<file path="config.mk">
export PLATFORM = sky130hd
export DESIGN_NAME = cic_iq_sequencer_flat
export DESIGN_NICKNAME = d
export VERILOG_FILES = /design/src/rtl/cic_seq_pkg.sv /design/src/rtl/cic_iq_sequencer_if.sv /design/src/rtl/cic_iq_collector.sv /design/src/rtl/cic_iq_sequencer.sv /design/src/flat_wrapper.sv
export SDC_FILE = /design/constraint.sdc
export NUM_CORES = 1
export LEC_CHECK = 0
export ABC_AREA = 1
export CAP_MARGIN = 20
export CORE_MARGIN = 2
export CORE_UTILIZATION = 45
export CTS_CLUSTER_DIAMETER = 100
export CTS_CLUSTER_SIZE = 10
export DETAILED_ROUTE_END_ITERATION = 10
export PLACE_DENSITY_LB_ADDON = 0.25
export SLEW_MARGIN = 20
export SYNTH_ARGS = -nofsm -noshare
export SYNTH_HDL_FRONTEND = slang
export SYNTH_SLANG_ARGS = --single-unit
</file>
<file path="constraint.sdc">
create_clock -name clk_dsp -period 4.89 [get_ports clk_dsp]
set_input_delay 0.489 -clock clk_dsp [delete_from_list [all_inputs] [get_ports clk_dsp]]
set_output_delay 0.489 -clock clk_dsp [all_outputs]
set_load 0.03 [all_outputs]
</file>
<file path="src/rtl/cic_seq_pkg.sv">
// Shared types and constants for the I/Q sequencer around the 2-channel decimating CIC.
package cic_seq_pkg;

  localparam int IN_W_DEF  = 12;
  localparam int OUT_W_DEF = 25;
  localparam int CNT_W_DEF = 16;

  localparam logic CH_I = 1'b0;
  localparam logic CH_Q = 1'b1;

  typedef enum logic [2:0] {
    ST_IDLE,
    ST_FETCH,
    ST_LOAD,
    ST_SEND_I,
    ST_SEND_Q
  } in_state_t;

endpackage

</file>
<file path="src/rtl/cic_iq_sequencer_if.sv">
// FIFO read port plus CIC sink/source streaming signals, seen from the sequencer (master).
interface cic_iq_sequencer_if
  import cic_seq_pkg::*;
#(
  parameter int IN_W  = IN_W_DEF,
  parameter int OUT_W = OUT_W_DEF
);

  logic [2*IN_W-1:0] fifo_q;
  logic              fifo_rdempty;
  logic              fifo_rdreq;

  logic [IN_W-1:0]   cic_in_data;
  logic              cic_in_valid;
  logic              cic_in_sop;
  logic              cic_in_eop;
  logic              cic_in_ready;

  logic [OUT_W-1:0]  cic_out_data;
  logic              cic_out_valid;
  logic              cic_out_channel;
  logic              cic_out_ready;

  modport master (
    input  fifo_q, fifo_rdempty,
    output fifo_rdreq,
    output cic_in_data, cic_in_valid, cic_in_sop, cic_in_eop,
    input  cic_in_ready,
    input  cic_out_data, cic_out_valid, cic_out_channel,
    output cic_out_ready
  );

  modport slave (
    output fifo_q, fifo_rdempty,
    input  fifo_rdreq,
    input  cic_in_data, cic_in_valid, cic_in_sop, cic_in_eop,
    output cic_in_ready,
    output cic_out_data, cic_out_valid, cic_out_channel,
    input  cic_out_ready
  );

endinterface

</file>
<file path="src/rtl/cic_iq_collector.sv">
// Re-pairs CIC source beats (ch0=I, ch1=Q) into one {I,Q} word; counts pairs and flags order errors.
module cic_iq_collector
  import cic_seq_pkg::*;
#(
  parameter int OUT_W = OUT_W_DEF,
  parameter int CNT_W = CNT_W_DEF
) (
  input  logic               clk_dsp,
  input  logic               rst_dsp,
  input  logic               clr_err,
  input  logic [OUT_W-1:0]   data,
  input  logic               valid,
  input  logic               channel,
  output logic               ready,
  output logic [2*OUT_W-1:0] data_out_iq,
  output logic               data_out_valid,
  output logic [CNT_W-1:0]   pairs_out,
  output logic               err_seq
);

  logic [OUT_W-1:0] ireg;
  logic             pending;
  logic             accept;
  logic             seq_event;

  assign accept    = valid & ready;
  assign seq_event = accept & ((channel == CH_I) ? pending : ~pending);

  // Ready rises only once reset has been released for a full cycle.
  always_ff @(posedge clk_dsp or posedge rst_dsp) begin
    if (rst_dsp) ready <= 1'b0;
    else         ready <= 1'b1;
  end

  always_ff @(posedge clk_dsp or posedge rst_dsp) begin
    if (rst_dsp) begin
      ireg           <= '0;
      pending        <= 1'b0;
      data_out_iq    <= '0;
      data_out_valid <= 1'b0;
      pairs_out      <= '0;
    end else begin
      data_out_valid <= 1'b0;
      if (accept) begin
        if (channel == CH_I) begin
          ireg    <= data;
          pending <= 1'b1;
        end else if (pending) begin
          data_out_iq    <= {ireg, data};
          data_out_valid <= 1'b1;
          pairs_out      <= pairs_out + CNT_W'(1);
          pending        <= 1'b0;
        end
      end
    end
  end

  // A new error in the same cycle as clr_err must survive the clear.
  always_ff @(posedge clk_dsp or posedge rst_dsp) begin
    if (rst_dsp)        err_seq <= 1'b0;
    else if (seq_event) err_seq <= 1'b1;
    else if (clr_err)   err_seq <= 1'b0;
  end

endmodule

</file>
<file path="src/rtl/cic_iq_sequencer.sv">
// Pops {I,Q} words from the sample FIFO and feeds the CIC as SOP/EOP 2-beat packets.
module cic_iq_sequencer
  import cic_seq_pkg::*;
#(
  parameter int IN_W  = IN_W_DEF,
  parameter int OUT_W = OUT_W_DEF,
  parameter int CNT_W = CNT_W_DEF
) (
  input  logic               clk_dsp,
  input  logic               rst_dsp,
  input  logic               enable,
  input  logic               clr_err,
  cic_iq_sequencer_if.master bus,
  output logic [2*OUT_W-1:0] data_out_iq,
  output logic               data_out_valid,
  output logic [CNT_W-1:0]   pairs_in,
  output logic [CNT_W-1:0]   pairs_out,
  output logic               err_underrun,
  output logic               err_seq
);

  in_state_t         state, state_nxt;
  logic [2*IN_W-1:0] hold;
  logic              have_work;
  logic              pair_done;
  logic              rdreq;
  logic [IN_W-1:0]   in_data;
  logic              in_valid, in_sop, in_eop;
  logic              out_ready;

  assign have_work = enable & ~bus.fifo_rdempty;
  assign pair_done = (state == ST_SEND_Q) & bus.cic_in_ready;

  // NOTE: sequential state uses non-blocking assignments so every register samples pre-edge values.
  always_ff @(posedge clk_dsp or posedge rst_dsp) begin
    if (rst_dsp) state <= ST_IDLE;
    else         state <= state_nxt;
  end

  // NOTE: every output gets a default first, so no path through the case can infer a latch.
  always_comb begin
    state_nxt = state;
    rdreq     = 1'b0;
    in_valid  = 1'b0;
    in_sop    = 1'b0;
    in_eop    = 1'b0;
    in_data   = '0;
    case (state)
      ST_IDLE:   if (have_work) state_nxt = ST_FETCH;
      ST_FETCH: begin
        // Guard keeps the pop legal even if the FIFO emptied behind our back.
        if (!bus.fifo_rdempty) begin
          rdreq     = 1'b1;
          state_nxt = ST_LOAD;
        end
      end
      ST_LOAD:   state_nxt = ST_SEND_I;
      ST_SEND_I: begin
        in_valid = 1'b1;
        in_sop   = 1'b1;
        in_data  = hold[2*IN_W-1:IN_W];
        if (bus.cic_in_ready) state_nxt = ST_SEND_Q;
      end
      ST_SEND_Q: begin
        in_valid = 1'b1;
        in_eop   = 1'b1;
        in_data  = hold[IN_W-1:0];
        if (bus.cic_in_ready) state_nxt = have_work ? ST_FETCH : ST_IDLE;
      end
      default:   state_nxt = ST_IDLE;
    endcase
  end

  assign bus.fifo_rdreq   = rdreq;
  assign bus.cic_in_valid = in_valid;
  assign bus.cic_in_sop   = in_sop;
  assign bus.cic_in_eop   = in_eop;
  assign bus.cic_in_data  = in_data;
  assign bus.cic_out_ready = out_ready;

  // NOTE: the hold register is reset too, so a reset mid-pair cannot replay stale samples.
  always_ff @(posedge clk_dsp or posedge rst_dsp) begin
    if (rst_dsp)                hold <= '0;
    else if (state == ST_LOAD)  hold <= bus.fifo_q;
  end

  always_ff @(posedge clk_dsp or posedge rst_dsp) begin
    if (rst_dsp)        pairs_in <= '0;
    else if (pair_done) pairs_in <= pairs_in + CNT_W'(1);
  end

  always_ff @(posedge clk_dsp or posedge rst_dsp) begin
    if (rst_dsp)                                       err_underrun <= 1'b0;
    else if (pair_done && enable && bus.fifo_rdempty)  err_underrun <= 1'b1;
    else if (clr_err)                                  err_underrun <= 1'b0;
  end

  cic_iq_collector #(
    .OUT_W (OUT_W),
    .CNT_W (CNT_W)
  ) u_collector (
    .clk_dsp        (clk_dsp),
    .rst_dsp        (rst_dsp),
    .clr_err        (clr_err),
    .data           (bus.cic_out_data),
    .valid          (bus.cic_out_valid),
    .channel        (bus.cic_out_channel),
    .ready          (out_ready),
    .data_out_iq    (data_out_iq),
    .data_out_valid (data_out_valid),
    .pairs_out      (pairs_out),
    .err_seq        (err_seq)
  );

endmodule
</file>
<file path="src/flat_wrapper.sv">
// flat-port wrapper written by rule: the top's interface ports become plain ports
module cic_iq_sequencer_flat import cic_seq_pkg::*;
#(
  parameter int IN_W  = IN_W_DEF,
  parameter int OUT_W = OUT_W_DEF,
  parameter int CNT_W = CNT_W_DEF
)
  (clk_dsp, rst_dsp, enable, clr_err, data_out_iq, data_out_valid, pairs_in, pairs_out, err_underrun, err_seq, bus_fifo_q, bus_fifo_rdempty, bus_fifo_rdreq, bus_cic_in_data, bus_cic_in_valid, bus_cic_in_sop, bus_cic_in_eop, bus_cic_in_ready, bus_cic_out_data, bus_cic_out_valid, bus_cic_out_channel, bus_cic_out_ready);
  cic_iq_sequencer_if #(.IN_W(IN_W), .OUT_W(OUT_W)) bus_i ();
  input  logic clk_dsp;
  input  logic rst_dsp;
  input  logic enable;
  input  logic clr_err;
  output logic [2*OUT_W-1:0] data_out_iq;
  output logic data_out_valid;
  output logic [CNT_W-1:0] pairs_in;
  output logic [CNT_W-1:0] pairs_out;
  output logic err_underrun;
  output logic err_seq;
  input wire logic [$bits(bus_i.fifo_q)-1:0] bus_fifo_q;
  input wire logic [$bits(bus_i.fifo_rdempty)-1:0] bus_fifo_rdempty;
  output wire logic [$bits(bus_i.fifo_rdreq)-1:0] bus_fifo_rdreq;
  output wire logic [$bits(bus_i.cic_in_data)-1:0] bus_cic_in_data;
  output wire logic [$bits(bus_i.cic_in_valid)-1:0] bus_cic_in_valid;
  output wire logic [$bits(bus_i.cic_in_sop)-1:0] bus_cic_in_sop;
  output wire logic [$bits(bus_i.cic_in_eop)-1:0] bus_cic_in_eop;
  input wire logic [$bits(bus_i.cic_in_ready)-1:0] bus_cic_in_ready;
  input wire logic [$bits(bus_i.cic_out_data)-1:0] bus_cic_out_data;
  input wire logic [$bits(bus_i.cic_out_valid)-1:0] bus_cic_out_valid;
  input wire logic [$bits(bus_i.cic_out_channel)-1:0] bus_cic_out_channel;
  output wire logic [$bits(bus_i.cic_out_ready)-1:0] bus_cic_out_ready;
  assign bus_i.fifo_q = bus_fifo_q;
  assign bus_i.fifo_rdempty = bus_fifo_rdempty;
  assign bus_fifo_rdreq = bus_i.fifo_rdreq;
  assign bus_cic_in_data = bus_i.cic_in_data;
  assign bus_cic_in_valid = bus_i.cic_in_valid;
  assign bus_cic_in_sop = bus_i.cic_in_sop;
  assign bus_cic_in_eop = bus_i.cic_in_eop;
  assign bus_i.cic_in_ready = bus_cic_in_ready;
  assign bus_i.cic_out_data = bus_cic_out_data;
  assign bus_i.cic_out_valid = bus_cic_out_valid;
  assign bus_i.cic_out_channel = bus_cic_out_channel;
  assign bus_cic_out_ready = bus_i.cic_out_ready;
  cic_iq_sequencer #(.IN_W(IN_W), .OUT_W(OUT_W), .CNT_W(CNT_W)) u_core (.clk_dsp(clk_dsp), .rst_dsp(rst_dsp), .enable(enable), .clr_err(clr_err), .bus(bus_i), .data_out_iq(data_out_iq), .data_out_valid(data_out_valid), .pairs_in(pairs_in), .pairs_out(pairs_out), .err_underrun(err_underrun), .err_seq(err_seq));
endmodule
</file>
# Word-level counts from Yosys, hierarchy flattened
# Cells that the tools add are included.
# op_classes
addsub	2
mux	20
bitwise_logic	7
eq_ne	8
n_reduce_logical	9
# op_table
cell	count
adder 16 x 1 -> 16 bit (second input constant)	2
case mux 12 bit (2 select lines)	1
case mux 3 bit (5 select lines)	1
two-way mux 1 bit	14
two-way mux 3 bit	4
equality test 3 x 2 -> 1 bit (second input constant)	2
inequality test 2 bit (second input constant)	3
AND 1 bit	4
AND reduction 4 bit	1
nonzero test 2 bit	2
equality test 3 x 1 -> 1 bit (second input constant)	1
equality test 3 bit (second input constant)	1
logical NOT 3 bit	1
NOT 1 bit	3
AND reduction 3 bit	1
logical AND 1 bit	2
inequality test 2 x 1 -> 1 bit (second input constant)	1
AND reduction 2 bit	1
OR reduction 2 bit	1
# word_totals
ff_bits	139
out_inout_bits	102
word_cells	57

# Logic depth before layout (Yosys ltp)
# Gate-level depths: netlist of the first run.
# depth
word_depth	5
ltp_mapped	9

# By module
# Synthesis of the first run repeated with hierarchy kept, for this count alone.
# unflattened
hier_cells	654
hier_area_um2	6028.3
# by_module_without_submodules
module	cells_per_inst	area_each_um2	n_inst
cic_iq_collector	412	3885.0	1
cic_iq_sequencer	242	2143.3	1

# Worst setup path before layout of the first run
# Ideal clock, no wire load.
# synth_path
kind	reg2out
start	reg u_core.state[2]
end	out bus_cic_in_data[2]
n_path_buf	1
arrival_ps	1568
required_time_ps	4401
path_slack_ps	2833
path_stages_with_launch	5
cell_sequence	dfrtp_1 -> inv_1 -> nand3_1 -> buf_2 -> o21ai_0
# synth_via
elab_chain_cells	2
# synth_lines
element	line_no	text
start: declaration	cic_iq_sequencer.sv:22	in_state_t state, state_nxt;
start signal: assignment	cic_iq_sequencer.sv:37	else state <= state_nxt;
equality test 3 bit or equality test 3 x 2 -> 1 bit (tied branches)	cic_iq_sequencer.sv:48	case (state)
case mux 12 bit (2 select lines) *	cic_iq_sequencer.sv:48	
end: declaration	flat_wrapper.sv:23	output wire logic [$bits(bus_i.cic_in_data)-1:0] bus_cic_in_data;
# Mark *: on every way between the ends. The rest lies on a longest branch, timed or not.

# Final worst setup path of the first run
# layout_path
start	reg u_core.state[2]
end	out bus_cic_in_data[11]
# The elaborated chain is that of the path after synthesis.

==> flow_summary.toml, run 1 <==
[power]
peakVddDrop_mv = 0.281
power.density_nw_per_um2 = 520
power_leakage_nw = 3.94

[layout]
diodes = 0
syn2layout_area_growth_pct = 39.1
layout-drive-gt1-share = 0.0512
final_common_cell = "nand2_1"
mostFrequentLayoutCells = "nand2_1, clkdlybuf4s50_1, dfrtp_1"
n_fill_cell = 1079
nNetsFinal = 888
final_area_um2 = 8160

[setup_path]
cpPeakStageDelay_ns = 0.73
slowest_stage = "clkdlybuf4s50_1"
critical_path.max_fanout = 15
cp.arrival_ns = 2.65
critPathKind = "flip-flop to primary output"
cp-start-kind = "flip-flop"
required_ns = 4.40
cp_cell_sequence = "inv_1 > nand3_1 > inv_1 > nand2_1 > o21ai_0 > clkdlybuf4s50_1"
worst_setup_path_end_kind = "primary output"
crit_top_cell = "inv_1"

[routing]
viasPerCell = 4.79
wire_per_inst_um = 13.3
first_iter_violations = 300
firstDrtPassIters = 5
wirelength_um = 13500
dr_total_vias = 4847
drc_errors = 0
postRouteAntennaNets = 0

[logic_synthesis]
synth_top_flop_cell = "dfrtp_1"
synthCells = 672
syn-num-nets = 732
synth.distinct_cells = 27
syn_area_um2 = 5870
seq_area_frac_synth = 0.593
yosys_warnings = 0
synth_edf_count = 0
synthArstFlopShare = 1.00
synth_area_per_cell_um2 = 8.73
ys_ff_latch = 139

[outcome]
run_status = "completed"

[clock_tree]
cts_root_buffer = "clkbuf_16"
cts.reportedPaths.clkPinSlew_ns = 0.06
cts_sinks = 139
insertion_delay_ns = 0.41
clockBufferDepth = 2
hold_buffers = 0
numCtsBuffers = 17
cts_tree = "done"
cts_setup_buffers = 0
htreeDepth = 4
cts_resized = 0

[place]
io_buffer_count = 158
gp_congestion = 0.794
dp.final_hpwl_um = 9240
dpl_cell_area_um2 = 7580

[global_routing]
grt_pass1_vias = 4878
grt_use_total = 0.204
grt_max_degree = 100
grt_overflow = 0
antenna_found_initial = 1
grt_pass1_wl_um = 23200

[floorplan]
die_area_um2 = 14000
dieHeight_um = 118
die_w_um = 118
ios = 159
rows = 41
coreArea_um2 = 12700
start_util = 0.463

[sta]
tightestPinTransition_ns = 0.920
fin_setup_tns_ns = 0
fmax_mhz = 318
finalCritPeriodShare = 0.642
clock_skew_ns = 0.00934
grt_setup_unrepaired = "false"
final-hold-violation-count = 0
post-route-min-period_ns = 3.14
report.final.slew_viol_count = 0
relSlewSlack = 0.386
setup_viol = 0

[run]
max-cap-violations = 0

[hold_path]
min_path_type = "flip-flop to flip-flop"
==> final timing paths <==
kind	slack, ns	start	depth (start not counted)	to
min in group asynchronous	0.62	rst_dsp	2	u_core.pairs_in[8]
max reg2reg	2.42	u_core.u_collector.pending	8	u_core.u_collector.pairs_out[15]
min	0.45	u_core.u_collector.ireg[14]	2	u_core.u_collector.data_out_iq[39]
min reg2reg	0.45	u_core.u_collector.ireg[14]	2	u_core.u_collector.data_out_iq[39]
max in group asynchronous	3.15	rst_dsp	3	u_core.u_collector.ireg[15]
max	1.75	u_core.state[2]	6	bus_cic_in_data[11]
==> cell usage after synthesis, types with 6 or more instances <==
library cell | number | area share
nand2_1 | 249 | 0.16
dfrtp_1 | 139 | 0.59
inv_1 | 78 | 0.050
o21ai_0 | 45 | 0.038
o21ai_1 | 34 | 0.029
nor2_1 | 29 | 0.019
nand3_1 | 19 | 0.016
clkbuf_1 | 12 | 0.0077
xor2_1 | 11 | 0.016
buf_2 | 10 | 0.0085
o22ai_1 | 8 | 0.0085
nand3b_1 | 6 | 0.0077
==> power breakdown <==
group          total (W)  switching (W)  internal (W)
sequential       0.00162       0.000177       0.00144
clock            0.00125       0.000454      0.000800
combinational    0.00137       0.000828      0.000544
==> worst max-delay path, delay by kind of cell (launching register included) <==
kind,cells,cell delay (ns)
AOI/OAI and AO/OA,1,0.13
buffers and inverters,3,1.13
DFF,1,0.47
and+or+nand+nor,2,0.51
==> sequential cells by signal (all words and copies together), names as in the netlist <==
register                           flops
u_core.err_underrun                    1
u_core.state                           3
u_core.u_collector.ireg               25
u_core.pairs_in                       16
u_core.u_collector.pending             1
u_core.u_collector.pairs_out          16
u_core.u_collector.data_out_iq        50
u_core.hold                           24
u_core.u_collector.ready               1
u_core.u_collector.data_out_valid      1
u_core.u_collector.err_seq             1
==> kinds of logic after synthesis <==
group                    share of synthesized area
AO/OA/AOI/OAI                               0.0798
XOR/XNOR                                    0.0239
adder cells (fa/ha/maj)                    0.00640
buffers and inverters                       0.0712
flip-flops                                   0.593
other                                     0.000639
AND/OR/NAND/NOR                              0.225
==> metrics by stage <==
stage	std cells	power [W]	hold WS [ns]	setup WS (ns)	utilization
finish	1012	0.00425	0.453	1.75	0.644
global route	1012	0.00448	0.490	1.55	0.644
CTS	1012	0.00428	0.460	1.77	0.644
detailed placement	981	0.00301	0.454	1.75	0.598
global placement	981	0.00297	0.451	1.85	0.598
floorplan	672	0.00244	0.442	0.676	-
==> routing by layer <==
metal  vias to the layer above  routed length (µm)  GRT usage
met4                         0                 123     0.0572
met1                      2286                6230      0.273
li1                       2400                   -          -
met3                        11                 942     0.0685
met5                         -                   0          0
met2                       150                6170      0.316
==> cell type report <==
| type | instances | area (µm²) | share of cell area |
|---|---|---|---|
| clock inverters | 7 | 88.8 | 0.0109 |
| well taps | 172 | 215 | 0.0264 |
| repair buffers | 161 | 1600 | 0.197 |
| clock buffers | 24 | 492 | 0.0603 |
| multi-input cells | 428 | 1970 | 0.241 |
| inverters | 81 | 309 | 0.0379 |
| flip-flops and latches | 139 | 3480 | 0.426 |
Note: power is estimated with default switching activity, not from simulation.
==> run 2: changes to the inputs <==
Settings changed: CORE_UTILIZATION 45 to 44.
Clock period 4.89 ns to 2.6 ns, I/O delays scaled along.
==> run 2 against run 1 <==
Against the previous run: global-route usage up 0.27 points; core utilization decreased by 1.0 points; sequential power is 89% higher; wire length rose by 3.6%; clock-buffer cell count unchanged; hold slack got worse by 0.15 ns.
==> flow_summary.toml, run 2 (synthesis results as in run 1) <==
[layout]
layout-drive-gt1-share = 0.0603
top_regs = "u_core.u_collector.data_out_iq (50), u_core.u_collector.ireg (25), u_core.hold (24)"
nNetsFinal = 894
diodes = 0
syn2layout_area_growth_pct = 41.8
largest_reg_flops = 50
n_fill_cell = 1071
fin_cells = 1022
final_common_cell = "nand2_1"
mostFrequentLayoutCells = "nand2_1, clkdlybuf4s50_1, dfrtp_1"
regMostFlops = "u_core.u_collector.data_out_iq"

[sta]
finalCritPeriodShare = 0.935
clock_skew_ns = 0.00564
setup_viol = 0
post-route-min-period_ns = 2.43
tightestPinTransition_ns = 0.938
report.final.slew_viol_count = 0
fin_ws_ns = 0.168
grt_setup_unrepaired = "false"
fin_hold_ws_ns = 0.305
relSlewSlack = 0.375
fmax_mhz = 411
fin_setup_tns_ns = 0
final-hold-violation-count = 0

[power]
peakVddDrop_mv = 0.601
power.density_nw_per_um2 = 978
p_total_w = 0.00813
power_leakage_nw = 4.17

[floorplan]
coreArea_um2 = 13100
die_area_um2 = 14300
start_util = 0.446
dieHeight_um = 119
die_w_um = 119
rows = 42
ios = 159

[global_routing]
grt_use_total = 0.206
antenna_found_initial = 0
grt_max_degree = 54
grt_pass1_vias = 4811
grt_overflow = 0
grt_pass1_wl_um = 23400

[setup_path]
cpPeakStageDelay_ns = 0.69
cp.arrival_ns = 2.17
critical_path.max_fanout = 12
cp-start-kind = "flip-flop"
cp_cell_sequence = "nor2_4 > nand2_2 > inv_1 > clkdlybuf4s50_1"
slowest_stage = "clkdlybuf4s50_1"
worst_setup_path_end_kind = "primary output"
critPathKind = "flip-flop to primary output"
required_ns = 2.34

[run]
max-cap-violations = 0

[routing]
viasPerCell = 4.75
wire_per_inst_um = 13.7
first_iter_violations = 291
postRouteAntennaNets = 0
dr_total_vias = 4856
firstDrtPassIters = 4
wirelength_um = 14000
drc_errors = 0

[hold_path]
min_path_type = "input pin to asynchronous set/reset pin"

[clock_tree]
insertion_delay_ns = 0.41
cts_root_buffer = "clkbuf_16"
cts_setup_buffers = 0
cts.reportedPaths.clkPinSlew_ns = 0.06
clockBufferDepth = 2
cts_resized = 2
htreeDepth = 4
hold_buffers = 0
numCtsBuffers = 17
cts_tree = "done"
cts_sinks = 139

[place]
dp.cells = 991
gp_congestion = 0.839
place_ws_ns = 0.270
dp.final_hpwl_um = 9780
io_buffer_count = 158

[outcome]
run_status = "completed"
[run 2: metrics by stage]
| step | instance area [µm²] | util |
|---|---|---|
| 2_1_floorplan | 5870 | - |
| 3_3_place_gp | 7670 | 0.584 |
| 3_5_place_dp | 7670 | 0.584 |
| 4_1_cts | 8290 | 0.631 |
| 5_1_grt | 8320 | 0.633 |
| 6_report | 8320 | 0.633 |
[run 2: final timing paths]
check / from / endpoint / slack (ns) / cells past startpoint
worst max-delay path: u_core.state[0] / bus_cic_in_eop / 0.17 / 4
min in group clk_dsp: bus_fifo_q[9] / u_core.hold[9] / 0.39 / 3
worst max register to register: u_core.u_collector.ready / u_core.u_collector.ireg[11] / 1.01 / 4
max in group asynchronous: rst_dsp / u_core.u_collector.pairs_out[3] / 1.69 / 3
worst min register to register: u_core.u_collector.ireg[21] / u_core.u_collector.data_out_iq[46] / 0.47 / 2
worst min-delay path: rst_dsp / u_core.u_collector.data_out_iq[18] / 0.30 / 2
[run 2: metal layers]
metal	routed length (µm)	up-vias	track usage
met5	0	-	0
met3	946	22	0.0666
met4	240	0	0.0772
li1	-	2418	-
met2	6610	144	0.320
met1	6160	2272	0.271
[run 2: power by group]
group          switching [W]  internal [W]
sequential          0.000350       0.00271
combinational        0.00157       0.00103
clock               0.000863       0.00160
total                0.00278       0.00535
[run 2: worst max-delay path, delay by kind of cell (launching register included)]
kind | cells | cell delay (ns)
flip-flops | 1 | 0.50
AND/OR/NAND/NOR | 2 | 0.39
buffers and inverters | 2 | 0.86
[run 2: layout make-up]
type	count	area [µm²]	area share
clock buffers	24	492	0.0591
clock inverters	7	113	0.0135
inverters	81	308	0.0370
multi-input cells	428	1980	0.239
flip-flops and latches	139	3480	0.418
well taps	176	220	0.0265
repair buffers	167	1720	0.207
